===== config.mk =====
export PLATFORM = sky130hd
export DESIGN_NAME = alu_muldiv_sequencer
export DESIGN_NICKNAME = d
export VERILOG_FILES = /design/src/rtl/alu_muldiv_sequencer.sv
export SDC_FILE = /design/constraint.sdc
export NUM_CORES = 1
export LEC_CHECK = 0
export ABC_AREA = 0
export BUFFER_PORTS_ARGS = -buffer_cell sky130_fd_sc_hd__buf_2
export CORE_UTILIZATION = 35
export CTS_CLUSTER_DIAMETER = 30
export DETAILED_ROUTE_END_ITERATION = 16
export PLACE_DENSITY = 0.54
export SYNTH_ARGS = -nofsm -noshare
export SYNTH_HDL_FRONTEND = slang
export SYNTH_SLANG_ARGS = --single-unit
export TNS_END_PERCENT = 10

===== constraint.sdc =====
create_clock -name Clk -period 3.23 [get_ports Clk]
set_input_delay 0.1615 -clock Clk [delete_from_list [all_inputs] [get_ports Clk]]
set_output_delay 0.1615 -clock Clk [all_outputs]
set_load 0.01 [all_outputs]

===== src/rtl/alu_muldiv_sequencer.sv =====
`default_nettype none
// ============================================================================
// Module      : alu_muldiv_sequencer
// Description : Iterative 32-step unsigned multiply (MULTU) / divide (DIVU)
//               controller. It borrows the shared EX-stage ALU for the
//               add/subtract of each step. Shifting, carry/borrow detection
//               and step counting are done locally. Results land in HI/LO.
// Revision    : 1.0 - initial release
// ============================================================================
module alu_muldiv_sequencer #(
  parameter logic [4:0] ALU_ADD = 5'd0,
  parameter logic [4:0] ALU_SUB = 5'd1,
  parameter int         STEPS   = 32
) (
  input  logic        Clk,
  input  logic        Rst,
  input  logic        Start,
  input  logic        Op,
  input  logic [31:0] OpA,
  input  logic [31:0] OpB,
  output logic [4:0]  AluCtl,
  output logic [31:0] AluA,
  output logic [31:0] AluB,
  input  logic [31:0] AluResult,
  input  logic        AluZero,
  output logic        Busy,
  output logic        Done,
  output logic        DivByZero,
  output logic [31:0] Hi,
  output logic [31:0] Lo
);

  typedef enum logic [1:0] {
    S_IDLE = 2'd0,
    S_MUL  = 2'd1,
    S_DIV  = 2'd2,
    S_FIN  = 2'd3
  } state_t;

  localparam logic [4:0] C_LAST_STEP = 5'(STEPS - 1);

  // acc_hi/acc_lo hold {P_hi, P_lo} while multiplying and {R, Q} while
  // dividing; opnd holds the multiplicand M or the divisor D.
  state_t      state_q, state_d;
  logic [4:0]  count_q, count_d;
  logic [31:0] acc_hi_q, acc_hi_d;
  logic [31:0] acc_lo_q, acc_lo_d;
  logic [31:0] opnd_q, opnd_d;
  logic [31:0] hi_q, hi_d;
  logic [31:0] lo_q, lo_d;
  logic        dbz_q, dbz_d;

  logic        w_carry;
  logic        w_take;
  logic [31:0] w_shifted;
  logic [31:0] w_mul_hi, w_mul_lo;
  logic [31:0] w_div_hi, w_div_lo;

  // Per-step datapath: next accumulator values for both algorithms
  always_comb begin
    w_carry   = (AluResult < acc_hi_q);
    w_shifted = {acc_hi_q[30:0], acc_lo_q[31]};
    // A set shifted-out bit means the true remainder exceeds 32 bits,
    // so it is always at least D.
    w_take    = acc_hi_q[31] | (w_shifted >= opnd_q);
    if (acc_lo_q[0]) begin
      {w_mul_hi, w_mul_lo} = {w_carry, AluResult, acc_lo_q[31:1]};
    end else begin
      {w_mul_hi, w_mul_lo} = {1'b0, acc_hi_q, acc_lo_q[31:1]};
    end
    w_div_hi = w_take ? AluResult : w_shifted;
    w_div_lo = {acc_lo_q[30:0], w_take};
  end

  // Next-state, register updates and ALU operand selection
  always_comb begin
    state_d  = state_q;
    count_d  = count_q;
    acc_hi_d = acc_hi_q;
    acc_lo_d = acc_lo_q;
    opnd_d   = opnd_q;
    hi_d     = hi_q;
    lo_d     = lo_q;
    dbz_d    = dbz_q;
    AluCtl   = ALU_ADD;
    AluA     = 32'd0;
    AluB     = 32'd0;
    case (state_q)
      S_IDLE: begin
        if (Start) begin
          dbz_d   = 1'b0;
          count_d = 5'd0;
          if (!Op) begin
            state_d  = S_MUL;
            acc_hi_d = 32'd0;
            acc_lo_d = OpB;
            opnd_d   = OpA;
          end else if (OpB != 32'd0) begin
            state_d  = S_DIV;
            acc_hi_d = 32'd0;
            acc_lo_d = OpA;
            opnd_d   = OpB;
          end else begin
            state_d = S_FIN;
            hi_d    = OpA;
            lo_d    = 32'hFFFF_FFFF;
            dbz_d   = 1'b1;
          end
        end
      end
      S_MUL: begin
        AluCtl   = ALU_ADD;
        AluA     = acc_hi_q;
        AluB     = opnd_q;
        acc_hi_d = w_mul_hi;
        acc_lo_d = w_mul_lo;
        count_d  = count_q + 5'd1;
        if (count_q == C_LAST_STEP) begin
          state_d = S_FIN;
          hi_d    = w_mul_hi;
          lo_d    = w_mul_lo;
          count_d = 5'd0;
        end
      end
      S_DIV: begin
        AluCtl   = ALU_SUB;
        AluA     = w_shifted;
        AluB     = opnd_q;
        acc_hi_d = w_div_hi;
        acc_lo_d = w_div_lo;
        count_d  = count_q + 5'd1;
        if (count_q == C_LAST_STEP) begin
          state_d = S_FIN;
          hi_d    = w_div_hi;
          lo_d    = w_div_lo;
          count_d = 5'd0;
        end
      end
      S_FIN: begin
        state_d = S_IDLE;
      end
      default: begin
        state_d = S_IDLE;
      end
    endcase
  end

  // State and datapath registers; reset discards any partial result
  always_ff @(posedge Clk or negedge Rst) begin
    if (!Rst) begin
      state_q  <= S_IDLE;
      count_q  <= 5'd0;
      acc_hi_q <= 32'd0;
      acc_lo_q <= 32'd0;
      opnd_q   <= 32'd0;
      hi_q     <= 32'd0;
      lo_q     <= 32'd0;
      dbz_q    <= 1'b0;
    end else begin
      state_q  <= state_d;
      count_q  <= count_d;
      acc_hi_q <= acc_hi_d;
      acc_lo_q <= acc_lo_d;
      opnd_q   <= opnd_d;
      hi_q     <= hi_d;
      lo_q     <= lo_d;
      dbz_q    <= dbz_d;
    end
  end

  assign Busy      = (state_q == S_MUL) || (state_q == S_DIV);
  assign Done      = (state_q == S_FIN);
  assign DivByZero = dbz_q;
  assign Hi        = hi_q;
  assign Lo        = lo_q;

  // The shared ALU must never see unknown operands while the pipeline owns it
  a_idle_known: assert property (@(posedge Clk) disable iff (!Rst)
    (state_q == S_IDLE) |-> !$isunknown({AluCtl, AluA, AluB}));

  // The zero flag must agree with the result the steps consume
  a_zero_consistent: assert property (@(posedge Clk) disable iff (!Rst)
    Busy |-> (AluZero == (AluResult == 32'd0)));

endmodule
`default_nettype wire


==> parameters.txt <==
Parameter                              Value

Run status
  Status ... finished, final reports clean

Yosys
  Number of enable flip-flop cells after synthesis ... 0
  Share of synthesized flip-flops with an asynchronous set or reset ... 1.00
  Register bit total from synthesis ... 168
  Most used DFF post-synth ... sky130_fd_sc_hd__dfrtp_1
  Area of the mapped netlist ... 0.0115 mm2
  Yosys warnings ... 0
  Portion of synthesized cell area occupied by the leading cell type ... 0.366
  Largest area contributor in the netlist ... sky130_fd_sc_hd__dfrtp_1
  Number of different library cells in the post-synthesis netlist ... 51
  Share of synthesized area occupied by flip-flops and latches ... 0.366
  Biggest area contributors in the synthesized netlist ... sky130_fd_sc_hd__dfrtp_1 (37%), sky130_fd_sc_hd__mux2_2 (8.2%), sky130_fd_sc_hd__ha_1 (7.5%)
  Synth Instances ... 1,289
  Mapped Avg Cell Area ... 8.92 um2

STA
  Number of max-slew violations in the final report ... 0
  Setup Viol. Count Final ... 0
  Total count of hold-check failures in the final report ... 0
  Setup repair after global routing missed its margin ... false
  Slew at the pin closest to its max-slew limit ... 726 ps
  Setup total negative slack ... 0 ps
  Smallest hold slack ... 59.3 ps
  Minimum clock period ... 2830 ps
  Part of the cycle the worst path needs ... 0.876
  Layout Skew ... 13.6 ps
  Headroom to the max-slew limit ... 0.516
  Maximum clock frequency ... 354 MHz

Setup path
  Startpoint kind of the worst setup timing path ... flip-flop
  Data arrival time of the critical path ... 3170 ps
  Last element of the critical path ... Hi[17]$_DFFE_PN0P_
  Peak per-stage delay on the critical path ... 430 ps
  Cell mode on critical path ... sky130_fd_sc_hd__buf_4
  Setup slack of the most critical reg-to-reg path ... 400 ps
  Origin of the worst setup path ... acc_hi_q[16]$_DFFE_PN0P_
  WS Path Type ... reg2reg
  Largest driver fanout on the critical path ... 24
  R2R depth ... 10
  Endpoint of the most critical register-to-register path ... Hi[17]$_DFFE_PN0P_
  Critical path required time ... 3570 ps
  Crit Reg-Reg Startpoint ... acc_hi_q[16]$_DFFE_PN0P_
  Cells traversed along the worst timing path ... ha_1 > a21oi_1 > o21ai_0 > a221oi_1 > buf_4 > o2111a_1 > o21ai_4 > buf_4 > mux2_4 > a41oi_1
  Kind of capture point of the worst setup path ... flip-flop
  CP max stage cell ... sky130_fd_sc_hd__dfrtp_1

Cells and area
  Most frequent standard cell in the layout excluding fill and tap cells ... sky130_fd_sc_hd__buf_2
  NumNets Final ... 1,641
  Filler Cells Inserted ... 3,287
  Final design area excluding fillers ... 0.0137 mm2
  Most frequent cells in the layout ... sky130_fd_sc_hd__buf_2 (229), sky130_fd_sc_hd__nand2_1 (214), sky130_fd_sc_hd__dfrtp_1 (167)
  Layout cells sized above 1 ... 0.302
  Register area ... 0.00421 mm2
  Area of the multi-input gates ... 0.00666 mm2
  Layout overhead on the synthesized area ... 18.7%

Routing
  Count of routing violations after the opening detailed-route iteration ... 824
  Drt first pass iters ... 5
  Routed Antenna Nets ... 0
  Remaining routing DRC violations ... 0
  Detailed-route wire length ... 38.2 mm
  Total via count in the routed design ... 10,300
  Number of vias per cell after detailed routing ... 5.36
  Routed WL per cell ... 19.8 um

Clocking
  Clock Path Buffers ... 2
  Total clock buffers created by CTS ... 17
  Number of setup buffers added after CTS ... 0
  Root buffer selected by CTS ... sky130_fd_sc_hd__clkbuf_16
  CTS tree ... done
  Number of sinks driven by the clock tree ... 168
  Number of gates given a new drive strength after cts ... 0
  Clock transition at the register clock pins on the worst setup and hold paths after CTS ... 70 ps
  Clock network latency to the later pin of the worst-skew pair ... 440 ps
  Number of H-tree levels ... 4

Place
  Placed inst area ... 0.0131 mm2
  # port buffers ... 231
  Dpl hpwl ... 28.1 mm
  Final weighted congestion of routability-driven global placement ... 0.857

Global routing
  Via count of the first global-routing pass ... 10,000
  Total global-route track usage ... 0.229
  Congestion Overflow GR ... 0
  Antenna violations before repair ... 3
  Wire length of the first global-routing pass ... 58.5 mm
  Maximum number of pins on one net before global-route repair ... 100

Power and ir drop
  Leakage component of the power ... 6.18 nW
  Largest vdd supply drop ... 1.00 mV
  P per Cell Area ... 1200 mW/mm2

Floorplanning
  Number of core rows ... 66
  Top Ports ... 237
  Initial standard-cell utilization of the core ... 0.354
  Area of the placeable core ... 0.0325 mm2
  Total Die Area ... 0.0336 mm2
  Width of the chip ... 183 um
  Vertical extent of the die ... 183 um

Worst hold path
  Class of the worst hold path ... in2reg

Flow run
  Max-Cap Viols ... 0
## what timing repair did
item	4_1_cts	5_1_grt
hold buffers	1	0
endpoints found under the hold margin	57	0
setup endpoints to repair	0	0
## Yosys cell counts, drive strengths merged (36+ instances only)
cell type / instances
inv: 67
mux2i: 65
dfrtp: 168
buf: 36
o21ai: 143
nor2: 78
mux2: 97
clkbuf: 63
ha: 69
a21oi: 90
nand2: 214
## routing by layer
layer / global-route usage / routed length (um)
met5: 0 / 13
met4: 0.0683 / 871
met3: 0.0441 / 2190
met2: 0.355 / 17200
met1: 0.321 / 17900
## report_power, final
group / leakage [nW] / internal (mW) / switching [mW]
Combinational: 3.94 / 4.23 / 6.06
Sequential: 1.98 / 3.25 / 0.934
Clock: 0.261 / 1.01 / 0.952
Total: 6.18 / 8.49 / 7.95
## critical path: cells and delay by family (launching register included)
kind            cells  cell delay [ps]
buf+inv             2              450
fa+ha+maj           1              320
flops               1              430
mux                 1              360
compound gates      6             1170
## state kept, by name (all words and copies together) (netlist names)
signal,flops
count_q,5
state_q,2
Lo,32
Hi,32
acc_hi_q,32
DivByZero,1
acc_lo_q,32
opnd_q,32
## per-stage QoR
stage / worst slack, ps / std cells / util / power (mW)
4_1_cts: 360 / 1926 / 0.420 / 16.6
6_report: 401 / 1928 / 0.421 / 16.4
3_3_place_gp: 445 / 1893 / 0.404 / 14.4
5_1_grt: 236 / 1927 / 0.421 / 17.9
3_5_place_dp: 392 / 1893 / 0.404 / 14.6
2_1_floorplan: 922 / 1292 / - / 11.2
## kinds of logic after synthesis
group / count (synthesis) / synth area share
AND/OR/NAND/NOR: 365 / 0.136
AO/OA/AOI/OAI: 358 / 0.204
flip-flops: 168 / 0.366
buffers and inverters: 166 / 0.0629
multiplexers: 162 / 0.156
adder cells (fa/ha/maj): 69 / 0.0751
other: 1 / 0.000326
## worst min path at each step
| stage | start | end | slack (ps) | cells after the start |
|---|---|---|---|---|
| after floorplan | Rst | DivByZero$_DFFE_PN0P_ | -130 | 0 |
| after global placement | Rst | Hi[3]$_DFFE_PN0P_ | 200 | 1 |
| after detailed placement | Rst | acc_hi_q[3]$_DFFE_PN0P_ | 210 | 1 |
| after CTS | OpA[31] | opnd_q[31]$_DFFE_PN0P_ | 40 | 3 |
| after global routing | OpA[31] | opnd_q[31]$_DFFE_PN0P_ | 60 | 3 |
| final | OpA[31] | opnd_q[31]$_DFFE_PN0P_ | 60 | 3 |
## cell type report
type	count	share of cell area
well taps	442	0.0405
repair buffers	259	0.105
inverters	67	0.0185
clock inverters	13	0.00697
multi-input cells	958	0.488
diodes	2	0.000367
clock buffers	19	0.0324
flip-flops and latches	168	0.308
No activity file was read; power rests on OpenSTA's default activity.
